$ cat src/rtl/elastic_stage_chain.sv
// rtl/elastic_stage_chain.sv - parametrised chain of valid/ready processing stages with flush and status
module elastic_stage_chain #(
    parameter int DATA_W    = 8,
    parameter int STAGES    = 3,
    parameter int STAGE_LAT = 2,
    parameter int MODE      = 0,
    localparam int OCC_W    = $clog2(STAGES + 1)
) (
    input  logic              clk,
    input  logic              rst,
    input  logic              flush,
    input  logic              in_valid,
    output logic              in_ready,
    input  logic [DATA_W-1:0] in_data,
    output logic              out_valid,
    input  logic              out_ready,
    output logic [DATA_W-1:0] out_data,
    output logic [OCC_W-1:0]  occupancy,
    output logic [15:0]       done_count,
    output logic              busy
);

    localparam int CNT_W = (STAGE_LAT > 1) ? $clog2(STAGE_LAT) : 1;

    typedef enum logic [1:0] {
        EMPTY = 2'd0,
        WORK  = 2'd1,
        HOLD  = 2'd2
    } stage_state_t;

    stage_state_t      st     [STAGES];
    stage_state_t      st_n   [STAGES];
    logic [CNT_W-1:0]  cnt    [STAGES];
    logic [CNT_W-1:0]  cnt_n  [STAGES];
    logic [DATA_W-1:0] dat    [STAGES];
    logic [DATA_W-1:0] dat_n  [STAGES];
    logic [DATA_W-1:0] up_data[STAGES];
    logic [STAGES-1:0] up_valid;
    logic [STAGES-1:0] ready_v;
    logic [STAGES:0]   take;
    logic [OCC_W-1:0]  occ_n;

    assign out_valid = (st[STAGES-1] == HOLD);
    assign out_data  = dat[STAGES-1];
    assign in_ready  = !rst && !flush && ready_v[0];

    always_comb begin
        take     = '0;
        ready_v  = '0;
        up_valid = '0;
        occ_n    = '0;
        for (int k = 0; k < STAGES; k++) begin
            st_n[k]    = st[k];
            cnt_n[k]   = cnt[k];
            dat_n[k]   = dat[k];
            up_data[k] = '0;
        end

        up_valid[0] = in_valid && !flush && !rst;
        up_data[0]  = in_data;
        for (int k = 1; k < STAGES; k++) begin
            up_valid[k] = (st[k-1] == HOLD);
            up_data[k]  = dat[k-1];
        end

        // Ready ripples from the consumer back to the producer so a full
        // chain can shift every item forward in a single cycle.
        take[STAGES] = out_valid && out_ready;
        for (int k = STAGES - 1; k >= 0; k--) begin
            ready_v[k] = (st[k] == EMPTY) || ((st[k] == HOLD) && take[k+1]);
            take[k]    = up_valid[k] && ready_v[k];
        end

        for (int k = 0; k < STAGES; k++) begin
            case (st[k])
                WORK: begin
                    if (cnt[k] == '0) st_n[k] = HOLD;
                    else              cnt_n[k] = cnt[k] - CNT_W'(1);
                end
                HOLD: begin
                    if (take[k+1]) st_n[k] = EMPTY;
                end
                default: ;
            endcase
            if (take[k]) begin
                st_n[k]  = WORK;
                cnt_n[k] = CNT_W'(STAGE_LAT - 1);
                dat_n[k] = (MODE == 1) ? up_data[k] + DATA_W'(1) : up_data[k];
            end
            // Flush empties the stages but leaves counters and data untouched.
            if (flush) begin
                st_n[k]  = EMPTY;
                cnt_n[k] = cnt[k];
                dat_n[k] = dat[k];
            end
            if (st_n[k] != EMPTY) occ_n = occ_n + OCC_W'(1);
        end
    end

    always_ff @(posedge clk or posedge rst) begin
        if (rst) begin
            for (int k = 0; k < STAGES; k++) begin
                st[k]  <= EMPTY;
                cnt[k] <= '0;
                dat[k] <= '0;
            end
            occupancy  <= '0;
            busy       <= 1'b0;
            done_count <= '0;
        end else begin
            for (int k = 0; k < STAGES; k++) begin
                st[k]  <= st_n[k];
                cnt[k] <= cnt_n[k];
                dat[k] <= dat_n[k];
            end
            occupancy <= occ_n;
            busy      <= (occ_n != '0);
            if (take[STAGES] && !flush) done_count <= done_count + 16'd1;
        end
    end

endmodule

$ cat config.mk
export PLATFORM = sky130hd
export DESIGN_NAME = elastic_stage_chain
export DESIGN_NICKNAME = d
export VERILOG_FILES = /design/src/rtl/elastic_stage_chain.sv
export SDC_FILE = /design/constraint.sdc
export NUM_CORES = 1
export LEC_CHECK = 0
export CAP_MARGIN = 40
export CORE_AREA = 2 2 112 60
export CTS_CLUSTER_DIAMETER = 150
export DETAILED_ROUTE_END_ITERATION = 6
export DIE_AREA = 0 0 114 62
export PLACE_DENSITY_LB_ADDON = 0.05
export SETUP_SLACK_MARGIN = 0.5
export SLEW_MARGIN = 10
export SYNTH_ARGS = -nofsm -noshare
export SYNTH_HDL_FRONTEND = slang
export SYNTH_SLANG_ARGS = --single-unit
export TNS_END_PERCENT = 50
$ cat constraint.sdc
create_clock -name clk -period 2.9 [get_ports clk]
set_clock_uncertainty 0.1 [all_clocks]
set_input_delay 0.725 -clock clk [delete_from_list [all_inputs] [get_ports clk]]
set_output_delay 0.725 -clock clk [all_outputs]
set_load 0.1 [all_outputs]
==> impl_metrics.csv <==
group,metric,value,unit
drt,drt-total-wl,4.884,mm
place,placed_cell_area,2952,sq um
timing,rsz0062_at_grt,"true",
power,internal_power,0.001308,W
power,swShare,23.95,%
drt,dr.pass1.iters,4,
critical_path,critPathKind,"flop to output pin",
layout,num_antenna_cells,0,
die,die_w,114,um
clock_tree,cts_tree,"yes",
critical_path,end_kind,"output pin",
die,die-area,7068,sq um
timing,clock.fmax,420.5,MHz
die,io_pins,42,
place,dp_cells,325,
drt,drc,0,
power,powerDensity,518.8,nW/um^2
critical_path,startpoint_type,"flop",
die,rows,21,
power,clkPwrFrac,40.9,%
timing,maxSlewViolCount,0,
clock_tree,cts.htree.levels,2,
synthesis,async_flop_share,100.0,%
layout,stdcell_area,3316,sq um
synthesis,synth_fp_nets,229,
place,io_buffers,41,
place,gp_congestion,0.7601,
place,hpwl,3.446,mm
timing,fin_crit,2.378,ns
min_path,hp-class,"flop to flop",
timing,worstMarginPinSlew,0.4768,ns
global_routing,antenna_found_initial,0,
synthesis,yosys_warnings,0,
global_routing,grt_pass1_wl,8.211,mm
clock_tree,clk_latency,0.30,ns
power,combPwrFrac,11.7,%
layout,drive_gt1_share,42.59,%
clock_tree,clkSlewWorstSetupHoldPaths,0.07,ns
drt,ant_nets,0,
place,dp_slack,-0.06962,ns
die,die_h,62,um
drt,drt_iter0_drc,93,
synthesis,synth.yosys.seq_area_share,52.87,%
global_routing,gr-total-overflow,0,
synthesis,syn_avg_cell_area,12.06,sq um
clock_tree,cts.sinks,52,
die,initial_utilization,39.36,%
drt,wire_per_inst,14.24,um
timing,hold_viol_final,0,
timing,slew_headroom,68.21,%
synthesis,ys_seq_elements,52,
layout,fin_cells,343,
run_status,outcome,"finished clean",
synthesis,synth_area,2461,sq um
layout,layout-area-overhead-vs-synth,34.72,%
timing,min_period_over_period,82.00,%
critical_path,cp.arrival,1.55,ns
clock_tree,cts_made_buffers,5,
synthesis,synth_ff_type,"dfrtp_1",
timing,fin_ws,0.5220,ns
power,leakage,1.574,nW
drt,vias_per_cell,4.679,
timing,setup_viol,0,
clock_tree,clk_path_buf_depth,2,
clock_tree,root_buffer,"clkbuf_16",
run,maxCapViolCount,0,
layout,nets,287,
drt,vias,1605,
critical_path,worstPathRequired,2.08,ns
power,seq_power_share,47.4,%
power,p_sw,0.0004119,W
global_routing,grt_pass1_vias,1637,
critical_path,path_max_fanout,3,
synthesis,synth-edff-count,0,
global_routing,grt_start_max_net_pins,35,
die,core,6254,sq um
timing,setup_tns,0,ns
synthesis,synth.distinct_cells,36,
global_routing,grt_use_total,15.53,%
power,ir_drop,250.8,uV
synthesis,postSynthCellCount,204,
## synthesized netlist by cell type, drive strengths merged (2+ instances only)
cell    number  area share [%]
and3         6             1.5
a21oi        8             1.9
and2         3            0.76
o21ai        8             1.8
inv         12             1.8
xnor2       10             3.6
mux2        25              11
nand2b       3            0.76
nor3         2            0.61
buf          9             2.9
nand4        2            0.51
nor2b        4             1.0
nand2        9             1.4
dfrtp       52              53
xor2         6             2.1
ha          12             6.1
nor2        12             2.1
a31oi        2            0.51
mux2i        2            0.81
nand3        6             1.2
## registers in the layout, summed over array words and instances (netlist names)
| name | flops |
|---|---|
| out_data | 8 |
| busy | 1 |
| st | 6 |
| occupancy | 2 |
| dat | 16 |
| done_count | 16 |
| cnt | 3 |
## stage by stage
step                util, %  hold slack, ns  total power (W)
floorplan                 -          0.3665        0.0009584
global placement      47.20          0.3655         0.001024
detailed placement    47.20          0.3693         0.001026
CTS                   52.12          0.3800         0.001737
global route          53.02          0.4171         0.001800
finish                53.02          0.3765         0.001720
## layout by cell type, fill, tap and decap left out, drive strengths merged, types with 2 or more instances in the layout
master / instances
mux2: 25
nor2: 12
nor3: 2
a31oi: 2
mux2i: 2
buf: 49
nand2: 9
and2: 3
dlygate4sd2: 2
clkbuf: 6
and3: 6
xnor2: 10
nand2b: 3
o21ai: 8
a21oi: 8
nor2b: 4
inv: 12
nand3: 6
nand4: 2
xor2: 6
clkdlybuf4s50: 9
dfrtp: 52
ha: 12
## final cells by class
class	instances	area, sq um
fillers	560	2938
flip-flops and latches	52	1301
multi-input cells	130	1180
repair buffers	61	511.7
clock buffers	6	138.9
well taps	80	100.1
inverters	12	45.04
clock inverters	2	38.79
## critical path, stage by stage, from the launching register on
cell	delay, ns
dfrtp_1	0.42
inv_2	0.07
ha_4	0.19
o21ai_4	0.15
a21oi_4	0.05
o21a_4	0.21
buf_12	0.16
## worst paths after layout
path | start | to | slack (ns) | cells past startpoint
min in group asynchronous | rst | st[4] | 0.51 | 2
max in group asynchronous | rst | dat[16] | 1.67 | 3
worst max register to register | st[3] | busy | 0.62 | 11
worst min-delay path | done_count[15] | done_count[15] | 0.38 | 1
worst max-delay path | st[3] | in_ready | 0.52 | 6
worst min register to register | done_count[15] | done_count[15] | 0.38 | 1
## layer usage
layer | share of wire, % | GRT usage, % | vias to the layer above
met5 | 0 | 0 | -
met4 | 0.66 | 5.226 | 0
met3 | 4.6 | 4.268 | 4
met2 | 38 | 21.09 | 37
met1 | 57 | 23.67 | 762
li1 | - | - | 802
## cells by family (layout without fill, tap and decap cells)
family | count (synthesis) | in the layout | synth area share (%)
adder cells (fa/ha/maj) | 12 | 12 | 6.100
multiplexers | 27 | 27 | 12.25
flip-flops | 52 | 52 | 52.87
AND/OR/NAND/NOR | 49 | 49 | 10.63
buffers and inverters | 22 | 81 | 4.880
XOR/XNOR | 16 | 16 | 5.694
AO/OA/AOI/OAI | 26 | 26 | 7.575
## what timing repair did
item,4_1_cts,5_1_grt
setup buffers,8,2
pin swaps,7,8
endpoints found under the setup margin,4,3
hold buffers,0,0
resized for setup,22,11
## power by group through the flow
stage / sequential [W] / clock, W / combinational, W
floorplan: 0.000854 / 0 / 0.000104
global placement: 0.000829 / 0 / 0.000194
detailed placement: 0.000830 / 0 / 0.000196
CTS: 0.000816 / 0.000720 / 0.000200
global route: 0.000824 / 0.000756 / 0.000220
finish: 0.000815 / 0.000704 / 0.000201
Power figures use the tool's default switching activity.
